## src/rtl/pif_pkg.sv

```systemverilog
// Shared types and constants for the PIF boot-ROM burst reader.
package pif_pkg;

    localparam int ROM_ADDR_W     = 11;
    localparam int WORD_ADDR_W    = 9;
    localparam int BYTES_PER_WORD = 4;
    localparam int WORD_W         = 8 * BYTES_PER_WORD;

    typedef enum logic [1:0] {
        ST_IDLE  = 2'd0,
        ST_FETCH = 2'd1,
        ST_DRAIN = 2'd2
    } pif_state_e;

    typedef struct packed {
        logic              last;
        logic [WORD_W-1:0] data;
    } pif_word_t;

    function automatic logic [ROM_ADDR_W-1:0] word_to_byte_addr(input logic [WORD_ADDR_W-1:0] wa);
        return {wa, 2'b00};
    endfunction

endpackage

```

## src/rtl/pif_word_fifo.sv

```systemverilog
// Small FIFO of assembled words (data + last); simultaneous push and pop both take effect.
module pif_word_fifo
    import pif_pkg::*;
#(
    parameter int DEPTH = 2
) (
    input  logic                       clk,
    input  logic                       reset_n,
    input  logic                       push,
    input  pif_word_t                  push_word,
    input  logic                       pop,
    output pif_word_t                  pop_word,
    output logic                       full,
    output logic                       empty,
    output logic [$clog2(DEPTH+1)-1:0] count
);

    localparam int CW = $clog2(DEPTH + 1);
    localparam int PW = (DEPTH > 1) ? $clog2(DEPTH) : 1;

    pif_word_t       mem [DEPTH];
    logic [PW-1:0]   wr_ptr, rd_ptr;
    logic            do_push, do_pop;

    function automatic logic [PW-1:0] ptr_next(input logic [PW-1:0] p);
        return (p == PW'(DEPTH - 1)) ? '0 : p + 1'b1;
    endfunction

    assign full     = (count == CW'(DEPTH));
    assign empty    = (count == '0);
    assign do_pop   = pop && !empty;
    // A pop frees the slot a same-cycle push needs when full.
    assign do_push  = push && (!full || do_pop);
    assign pop_word = empty ? '0 : mem[rd_ptr];

    always_ff @(posedge clk) begin
        if (do_push) mem[wr_ptr] <= push_word;
    end

    always_ff @(posedge clk or negedge reset_n) begin
        if (!reset_n) begin
            wr_ptr <= '0;
            rd_ptr <= '0;
            count  <= '0;
        end else begin
            if (do_push) wr_ptr <= ptr_next(wr_ptr);
            if (do_pop)  rd_ptr <= ptr_next(rd_ptr);
            case ({do_push, do_pop})
                2'b10:   count <= count + 1'b1;
                2'b01:   count <= count - 1'b1;
                default: count <= count;
            endcase
        end
    end

endmodule

```

## src/rtl/pif_rom_reader.sv

```systemverilog
// Reads word bursts from the byte-wide PIF boot ROM, assembling little-endian 32-bit words into a FIFO.
module pif_rom_reader
    import pif_pkg::*;
#(
    parameter int FIFO_DEPTH = 2
) (
    input  logic                   clk,
    input  logic                   reset_n,
    input  logic                   req_valid,
    output logic                   req_ready,
    input  logic [WORD_ADDR_W-1:0] req_addr,
    input  logic [3:0]             req_len,
    output logic [ROM_ADDR_W-1:0]  rom_address,
    output logic                   rom_oe,
    input  logic                   rom_valid,
    input  logic [7:0]             rom_q,
    output logic                   word_valid,
    input  logic                   word_ready,
    output logic [WORD_W-1:0]      word_data,
    output logic                   word_last,
    output logic                   busy
);

    localparam int CW = $clog2(FIFO_DEPTH + 1);
    localparam logic [1:0] LAST_BYTE = 2'(BYTES_PER_WORD - 1);

    pif_state_e            state;
    logic [ROM_ADDR_W-1:0] rd_addr;
    logic [4:0]            words_left;
    logic [1:0]            tx_idx, rx_idx;
    logic [3:0]            len_q, rx_word;
    logic [2:0]            inflight;
    logic [23:0]           asm_q;
    logic                  rd_pend;

    logic [CW-1:0]         fifo_count;
    logic                  fifo_full, fifo_empty;
    logic [3:0]            occ;
    logic                  start_ok, issue, last_issue, word_start;
    logic                  rx_fire, push, pop, last_xfer;
    pif_word_t             push_word, pop_word;

    // A new word is only started when a FIFO slot is guaranteed for it.
    assign occ        = 4'(fifo_count) + 4'(inflight);
    assign start_ok   = !fifo_full && (occ < 4'(FIFO_DEPTH));
    assign issue      = (state == ST_FETCH) && ((tx_idx != 2'd0) || start_ok);
    assign word_start = issue && (tx_idx == 2'd0);
    assign last_issue = issue && (tx_idx == LAST_BYTE) && (words_left == 5'd1);

    // Bytes are only accepted when a read was issued the cycle before.
    assign rx_fire    = rom_valid && rd_pend;
    assign push       = rx_fire && (rx_idx == LAST_BYTE);
    assign push_word  = '{last: (rx_word == len_q), data: {rom_q, asm_q}};
    assign pop        = word_valid && word_ready;
    assign last_xfer  = pop && word_last;

    assign req_ready  = (state == ST_IDLE);
    assign busy       = (state != ST_IDLE);
    assign word_valid = !fifo_empty;
    assign word_data  = pop_word.data;
    assign word_last  = pop_word.last;

    always_ff @(posedge clk or negedge reset_n) begin
        if (!reset_n) begin
            state       <= ST_IDLE;
            rom_oe      <= 1'b0;
            rom_address <= '0;
            rd_addr     <= '0;
            words_left  <= '0;
            tx_idx      <= '0;
            rx_idx      <= '0;
            len_q       <= '0;
            rx_word     <= '0;
            inflight    <= '0;
            asm_q       <= '0;
            rd_pend     <= 1'b0;
        end else begin
            rom_oe  <= issue;
            rd_pend <= rom_oe;

            if (issue) begin
                rom_address <= rd_addr;
                rd_addr     <= rd_addr + 1'b1;
                tx_idx      <= tx_idx + 1'b1;
                if (tx_idx == LAST_BYTE) words_left <= words_left - 1'b1;
            end

            case ({word_start, push})
                2'b10:   inflight <= inflight + 1'b1;
                2'b01:   inflight <= inflight - 1'b1;
                default: inflight <= inflight;
            endcase

            if (rx_fire) begin
                rx_idx <= rx_idx + 1'b1;
                case (rx_idx)
                    2'd0:    asm_q[7:0]   <= rom_q;
                    2'd1:    asm_q[15:8]  <= rom_q;
                    2'd2:    asm_q[23:16] <= rom_q;
                    default: rx_word      <= rx_word + 1'b1;
                endcase
            end

            case (state)
                ST_IDLE: begin
                    if (req_valid) begin
                        state      <= ST_FETCH;
                        rd_addr    <= word_to_byte_addr(req_addr);
                        words_left <= 5'(req_len) + 5'd1;
                        len_q      <= req_len;
                        tx_idx     <= '0;
                        rx_idx     <= '0;
                        rx_word    <= '0;
                    end
                end
                ST_FETCH: if (last_issue) state <= ST_DRAIN;
                ST_DRAIN: if (last_xfer)  state <= ST_IDLE;
                default:  state <= ST_IDLE;
            endcase
        end
    end

    pif_word_fifo #(.DEPTH(FIFO_DEPTH)) u_fifo (
        .clk       (clk),
        .reset_n   (reset_n),
        .push      (push),
        .push_word (push_word),
        .pop       (pop),
        .pop_word  (pop_word),
        .full      (fifo_full),
        .empty     (fifo_empty),
        .count     (fifo_count)
    );

endmodule

```

## config.mk

```make
export PLATFORM = sky130hd
export DESIGN_NAME = pif_rom_reader
export DESIGN_NICKNAME = d
export VERILOG_FILES = /design/src/rtl/pif_pkg.sv /design/src/rtl/pif_word_fifo.sv /design/src/rtl/pif_rom_reader.sv
export SDC_FILE = /design/constraint.sdc
export NUM_CORES = 1
export LEC_CHECK = 0
export BUFFER_PORTS_ARGS = -buffer_cell sky130_fd_sc_hd__buf_2
export CAP_MARGIN = 10
export CORE_ASPECT_RATIO = 0.75
export CORE_MARGIN = 2
export CORE_UTILIZATION = 58
export DETAILED_ROUTE_END_ITERATION = 12
export PLACE_DENSITY = 0.8
export SETUP_SLACK_MARGIN = 0.3
export SYNTH_ARGS = -nofsm -noshare
export SYNTH_HDL_FRONTEND = slang
export SYNTH_SLANG_ARGS = --single-unit
```

## constraint.sdc

```tcl
create_clock -name clk -period 3.15 [get_ports clk]
set_input_delay 0.1575 -clock clk [delete_from_list [all_inputs] [get_ports clk]]
set_output_delay 0.1575 -clock clk [all_outputs]
set_load 0.1 [all_outputs]
```

; Yosys cells after proc, flatten, opt, wreduce, memory -nomap -nowiden
; Memory sizes are Yosys's and may differ from the RTL's.
; Cells that the tools add are included.
[op_classes]
n_mux = 28
order_cmp = 1
n_eq_ne = 16
add_sub_neg = 13
reduce_logical = 29
[ops]
columns = op, count
row1 = two-way mux 11 bit, 3
row2 = two-way mux 33 bit, 1
row3 = two-way mux 5 bit, 4
row4 = two-way mux 2 bit, 9
row5 = two-way mux 4 bit, 4
row6 = equality test 2 bit (second input constant), 7
row7 = adder 11 x 1 -> 11 bit (second input constant), 1
row8 = logical AND 1 bit, 11
row9 = equality test 2 x 1 -> 1 bit (second input constant), 4
row10 = zero test 2 bit, 4
row11 = AND reduction 2 bit, 4
row12 = nonzero test 2 bit, 4
row13 = adder 2 x 1 -> 2 bit (second input constant), 3
row14 = inequality test 2 bit (second input constant), 3
row15 = one-hot mux 2 bit (3 select lines), 1
row16 = one-hot mux 3 bit (2 select lines), 1
row17 = adder 4 x 1 -> 5 bit (second input constant), 1
row18 = equality test 5 x 1 -> 1 bit (second input constant), 1
row19 = subtractor 5 x 1 -> 5 bit (second input constant), 1
row20 = adder 2 x 3 -> 4 bit, 1
row21 = adder 4 x 1 -> 4 bit (second input constant), 1
row22 = equality test 4 bit, 1
row23 = < comparator 4 x 2 -> 1 bit (second input constant), 1
row24 = two-way mux 1 bit, 4
row25 = other kinds (9), 12
[totals]
wordCells = 105
reg_bits = 74
output_inout_bits = 48
ramBits = 66
mem_count = 1
inputBits = 26
[mem_list]
columns = name, words, word_bits, read_ports, rd_clocked_by_memory_dff, wr, line
row1 = u_fifo.mem, 2, 33, 1, 0, 1, pif_word_fifo.sv:21  ; pif_word_t mem [DEPTH];

; Depth between registers and ports, before layout
[logic_depth]
depth_word = 9
mapped_depth = 15
mapped_depth_nobuf = 13

; Hierarchy
; A second synthesis with hierarchy kept.
[unflattened]
cells_unflattened = 458
area_unflattened_um2 = 6082.1
[by_module_without_submodules]
columns = mod, seq_area_each_um2, n_inst, cells_each, area_per_inst_um2
row1 = pif_rom_reader, 1751.7, 1, 297, 3373.2
row2 = pif_word_fifo, 2082.0, 1, 161, 2708.8

; Least setup slack after synthesis
; Ideal clock, no wire load.
[synth_path]
path_type = register to register
from = reg u_fifo.count[0]
to = reg inflight[2]
period_less_slack_ps = 2908
stages_incl_launch_ff = 16
path_slack_ps = 242
required_ps = 3071
setup_ps = 79
n_path_buf = 2
arrival_ps = 2829
path_cell_list = dfrtp_1 -> buf_4 -> and2_1 -> fa_1 -> nor2b_1 -> nor4b_4 -> a21oi_2 -> inv_2 -> buf_2 -> nand2_1 -> ha_1 -> inv_1 -> fa_1 -> xor2_1 -> nor2_1 -> xor2_1
[synth_between]
elab_chain_len = 8
word_cells_on_any_way = 12
classes_between = add/sub (1) / order compare (1) / eq/ne (3) / mux (1) / reduce/logical (6)
[synth_rtl]
columns = item, line
row1 = start: declaration, pif_word_fifo.sv:15  ; output logic [$clog2(DEPTH+1)-1:0] count
row2 = start signal: assignment, pif_word_fifo.sv:49  ; 2'b10: count <= count + 1'b1;
row3 = start signal: assignment, pif_word_fifo.sv:50  ; 2'b01: count <= count - 1'b1;
row4 = start signal: assignment, pif_word_fifo.sv:51  ; default: count <= count;
row5 = adder 2 x 3 -> 4 bit or equality test 2 bit (tied branches), "pif_rom_reader.sv:44, pif_word_fifo.sv:29"
row6 = < comparator 4 x 2 -> 1 bit or zero test 1 bit (tied branches), pif_rom_reader.sv:45  ; assign start_ok = !fifo_full && (occ < 4'(FIFO_DEPTH));
row7 = logical AND 1 bit *, pif_rom_reader.sv:45
row8 = logical OR 1 bit *, pif_rom_reader.sv:46  ; assign issue = (state == ST_FETCH) && ((tx_idx != 2'd0) || start_ok);
row9 = logical AND 1 bit *, pif_rom_reader.sv:46
row10 = net issue, pif_rom_reader.sv:39  ; logic start_ok, issue, last_issue, word_start;
row11 = logical AND 1 bit *, pif_rom_reader.sv:47  ; assign word_start = issue && (tx_idx == 2'd0);
row12 = equality test 2 x 1 -> 1 bit or equality test 2 bit (tied branches), pif_rom_reader.sv:88  ; case ({word_start, push})
row13 = one-hot mux 3 bit (2 select lines) or nonzero test 2 bit (tied branches), n/a
row14 = end signal: assignment, pif_rom_reader.sv:89  ; 2'b10: inflight <= inflight + 1'b1;
row15 = end signal: assignment, pif_rom_reader.sv:90  ; 2'b01: inflight <= inflight - 1'b1;
row16 = end signal: assignment, pif_rom_reader.sv:91  ; default: inflight <= inflight;
row17 = end: declaration, pif_rom_reader.sv:32  ; logic [2:0] inflight;
; Mark *: on every way through the listed nets, which the timed path passes. The rest lies on a longest branch.
; A chain may end at the register's enable or synchronous reset.

; Final worst setup path
[layout_path]
from = reg u_fifo.count[0]
to = reg inflight[2]
[layout_between]
elab_chain_len = 8
word_cells_on_any_way = 12
classes_between = add/sub (1) / order compare (1) / eq/ne (3) / mux (1) / reduce/logical (6)
[layout_rtl]
columns = item, line
row1 = adder 2 x 3 -> 4 bit or equality test 2 bit (tied branches), "pif_rom_reader.sv:44, pif_word_fifo.sv:29"
row2 = < comparator 4 x 2 -> 1 bit or zero test 1 bit (tied branches), pif_rom_reader.sv:45
row3 = logical AND 1 bit *, pif_rom_reader.sv:45
row4 = logical OR 1 bit *, pif_rom_reader.sv:46
row5 = logical AND 1 bit *, pif_rom_reader.sv:46
row6 = logical AND 1 bit *, pif_rom_reader.sv:47
row7 = equality test 2 x 1 -> 1 bit or equality test 2 bit (tied branches), pif_rom_reader.sv:88
row8 = one-hot mux 3 bit (2 select lines) or nonzero test 2 bit (tied branches), n/a
; Every way passes the cells marked *; elsewhere a longest branch is shown, timed or not.

==> impl_metrics.csv <==
group,metric,value,unit
power_and_ir_drop,powerDensity,553,nW/um^2
placement,numPortBuffers,73,
synthesis,synthSimpleGateAreaFrac,0.122,
power_and_ir_drop,p_int,0.00319,W
cts,tritoncts,"yes",
die,core,10200,um^2
die,row_count,32,
synthesis,synth_seq_cells,140,
power_and_ir_drop,pwr-share-comb,0.015,
die,die_h,92.3,um
grt,grt_pass1_vias,3959,
worst_setup_path,cp-end-kind,"flop",
synthesis,synth_xor_area_frac,0.0262,
synthesis,netlist_area,6030,um^2
synthesis,synth-edff-count,66,
die,die_x,122,um
final_layout,areaGrowthSynthToFinish,20.4,%
power_and_ir_drop,clkPwrFrac,0.510,
cts,cts_resized,0,
min_path,hold_class,"input pin to flop",
drt,antenna_left,0,
drt,firstDrtPassIters,5,
drt,vias,3892,
worst_setup_path,critPathLaunchType,"flop",
placement,place.gp.congestion,0.864,
timing,fin_setup_tns,0,ns
min_path,holdCritStartpoint,"req_addr[2]",
cts,cts_made_buffers,17,
power_and_ir_drop,p_sw,0.000825,W
worst_setup_path,crit_chain,"and2_4 > fa_2 > nor4b_4 > a21oi_2 > inv_2 > nand2_1 > ha_2 > inv_1 > fa_2 > xor2_1 > nor2_1 > xor2_1",
power_and_ir_drop,p_seq_frac,0.475,
timing,slew_viol_final,0,
worst_setup_path,cpMaxStageDelayCell,"fa_2",
worst_setup_path,critPathKind,"flop to flop",
drt,vias_per_cell,5.43,
die,dieArea,11200,um^2
synthesis,synth_top_family_by_area,"simple AND/OR/NAND/NOR gates",
synthesis,ys_warn_count,0,
cts,root_buffer,"clkbuf_16",
worst_setup_path,cp_data_required_time,3.49,ns
worst_setup_path,crit_fanout,6,
drt,drt_iter0_markers,203,
final_layout,fill_cells,701,
status,status,"complete, no violations",
worst_setup_path,critical_path.top_delay_family,"adder cells",
grt,grt_max_degree,49,
synthesis,synth_flop_cell,"dfrtp_1",
power_and_ir_drop,swShare,0.206,
die,ios,74,
worst_setup_path,critical_path_buf_inv_count,2,
cts,worstSkewPairLatency,0.41,ns
synthesis,syn_nets,519,
synthesis,synth_compound_area_frac,0.0463,
power_and_ir_drop,power_leakage,3.31,nW
grt,globalRouteOverflowTotal,0,
timing,fin_crit_sh,0.847,
timing,whs,0.0187,ns
cts,clkTransAtPathRegs,0.06,ns
timing,slew_headroom,0.468,
synthesis,async_flop_share,0.529,
synthesis,syn_inst,476,
synthesis,syn_avg_cell_area,12.7,um^2
drt,wl_per_cell,16.8,um
placement,hpwl,7.71,mm
timing,rsz0062_at_grt,"no",
timing,fmax,375,MHz
cts,cts.sinks,140,
timing,fin_crit,2.67,ns
timing,tightest_slew,0.796,ns
worst_setup_path,slowest_delay,0.59,ns
synthesis,synth_cell_types,47,
final_layout,nets,611,
synthesis,yosys.area_share.adder,0.0378,
final_layout,drive_gt1_frac,0.263,
worst_setup_path,crit_start,"u_fifo.count[0]$_DFFE_PN0P_",
cts,post_cts_buffers,0,
die,start_util,0.590,
timing,clock_skew,0.00834,ns
cts,h-tree-depth,4,
grt,antenna_found_initial,0,
worst_setup_path,worst-r2r-setup-slack,0.48,ns
drt,wl,12.0,mm
worst_setup_path,r2r_start,"u_fifo.count[0]$_DFFE_PN0P_",
drt,drc,0,
grt,grt_pass1_wl,19.7,mm
synthesis,seq_area_frac_synth,0.636,
final_layout,antenna_cells,0,
timing,hold_viol_final,0,
cts,clockBufferDepth,2,
run,max-cap-violations,0,
grt,grt_usage,0.235,
power_and_ir_drop,vdd_drop_max,0.000424,V
timing,setup_viol,0,
worst_setup_path,arrival,3.00,ns
synthesis,yosys-mux-area-fraction,0.103,
## repair_timing
| action | in CTS | in global routing |
|---|---|---|
| hold endpoints to repair | 84 | 0 |
| setup endpoints to repair | 0 | 0 |
| hold buffers | 9 | 0 |
## state kept, by name, summed over array words and instances (netlist names), 3 cells and up
signal       cells
rd_addr         11
rx_word          4
inflight         3
u_fifo.mem      66
words_left       5
len_q            4
rom_address     11
asm_q           24
## path summary, 6_finish.rpt
path,to,cells past startpoint
worst min register to register,rd_pend$_DFF_PN0_,0
worst min-delay path,rd_addr[4]$_DFF_PN0_,3
worst max register to register,inflight[2]$_DFFE_PN0P_,12
max in group asynchronous,u_fifo.rd_ptr$_DFFE_PN0P_,3
worst max-delay path,inflight[2]$_DFFE_PN0P_,12
min in group asynchronous,rom_address[9]$_DFFE_PN0N_,2
## layer usage
layer	GRT usage	vias to the layer above	part of all wire
met5	0	-	0
met4	0.101	0	0.0085
met3	0.0522	8	0.048
met2	0.356	107	0.48
met1	0.330	1917	0.46
li1	-	1860	-
## cell usage after synthesis (3+ instances only)
| cell | count | area (um^2) |
|---|---|---|
| a21oi_1 | 7 | 35.0 |
| a31oi_1 | 12 | 75.1 |
| and2_1 | 4 | 25.0 |
| buf_2 | 7 | 35.0 |
| buf_6 | 3 | 33.8 |
| clkbuf_1 | 7 | 26.3 |
| dfrtp_1 | 74 | 1850 |
| edfxtp_1 | 66 | 1980 |
| ha_1 | 15 | 188 |
| inv_1 | 17 | 63.8 |
| mux2_2 | 24 | 270 |
| mux2i_1 | 35 | 350 |
| nand2_1 | 57 | 214 |
| nand2b_1 | 4 | 25.0 |
| nand3_1 | 8 | 40.0 |
| nand4_1 | 3 | 18.8 |
| nor2_1 | 59 | 221 |
| o21ai_0 | 14 | 70.1 |
| or3_1 | 7 | 43.8 |
| or4_1 | 3 | 22.5 |
| xnor2_1 | 7 | 61.3 |
| xor2_1 | 11 | 96.3 |
## placed cells by master, fill, tap and decap left out, drive strengths merged, types with 17 or more instances in the layout
master	Yosys	layout
nand2	57	57
mux2i	35	35
edfxtp	66	66
buf	12	83
inv	18	23
dfrtp	74	74
mux2	24	24
clkbuf	7	17
nor2	59	59
## cells by family after synthesis
| kind of cell | count (synthesis) |
|---|---|
| compound gates | 45 |
| xor+xnor | 18 |
| fa+ha+maj | 17 |
| buf+inv | 37 |
| flops | 140 |
| mux | 59 |
| simple gates | 160 |
## layout make-up
| type | instances | area (um^2) | area share |
|---|---|---|---|
| Sequential cell | 140 | 3830 | 0.529 |
| Inverter | 18 | 67.6 | 0.00931 |
| Multi-Input combinational cell | 299 | 2040 | 0.281 |
| Clock buffer | 17 | 425 | 0.0586 |
| Tap cell | 136 | 170 | 0.0235 |
| Clock inverter | 15 | 188 | 0.0259 |
| Timing Repair Buffer | 92 | 531 | 0.0731 |
## through the flow
step / total power [W] / setup WS [ns] / utilization / cell area (um^2) / std cells
6_report: 0.00401 / 0.482 / 0.711 / 7250 / 717
5_1_grt: 0.00412 / 0.337 / 0.711 / 7250 / 717
4_1_cts: 0.00405 / 0.478 / 0.711 / 7250 / 717
3_5_place_dp: 0.00199 / 0.505 / 0.642 / 6550 / 676
3_3_place_gp: 0.00199 / 0.599 / 0.642 / 6550 / 676
2_1_floorplan: 0.00195 / 0.306 / - / 6040 / 476
## power groups by stage
stage           logic (W)  clock network, W  registers (W)
2_1_floorplan  0.00000432                 0        0.00194
3_3_place_gp    0.0000526                 0        0.00194
3_5_place_dp    0.0000531                 0        0.00194
4_1_cts         0.0000618           0.00208        0.00191
5_1_grt         0.0000686           0.00215        0.00190
6_report        0.0000608           0.00205        0.00191
## worst register-to-register path, stage by stage, from the launching register on
cell and delay, ns:
dfrtp_1 0.45, and2_4 0.20, fa_2 0.59, nor4b_4 0.06
a21oi_2 0.18, inv_2 0.06, nand2_1 0.07, ha_2 0.17
inv_1 0.05, fa_2 0.33, xor2_1 0.14, nor2_1 0.13
xor2_1 0.15
No activity file was read; power rests on OpenSTA's default activity.
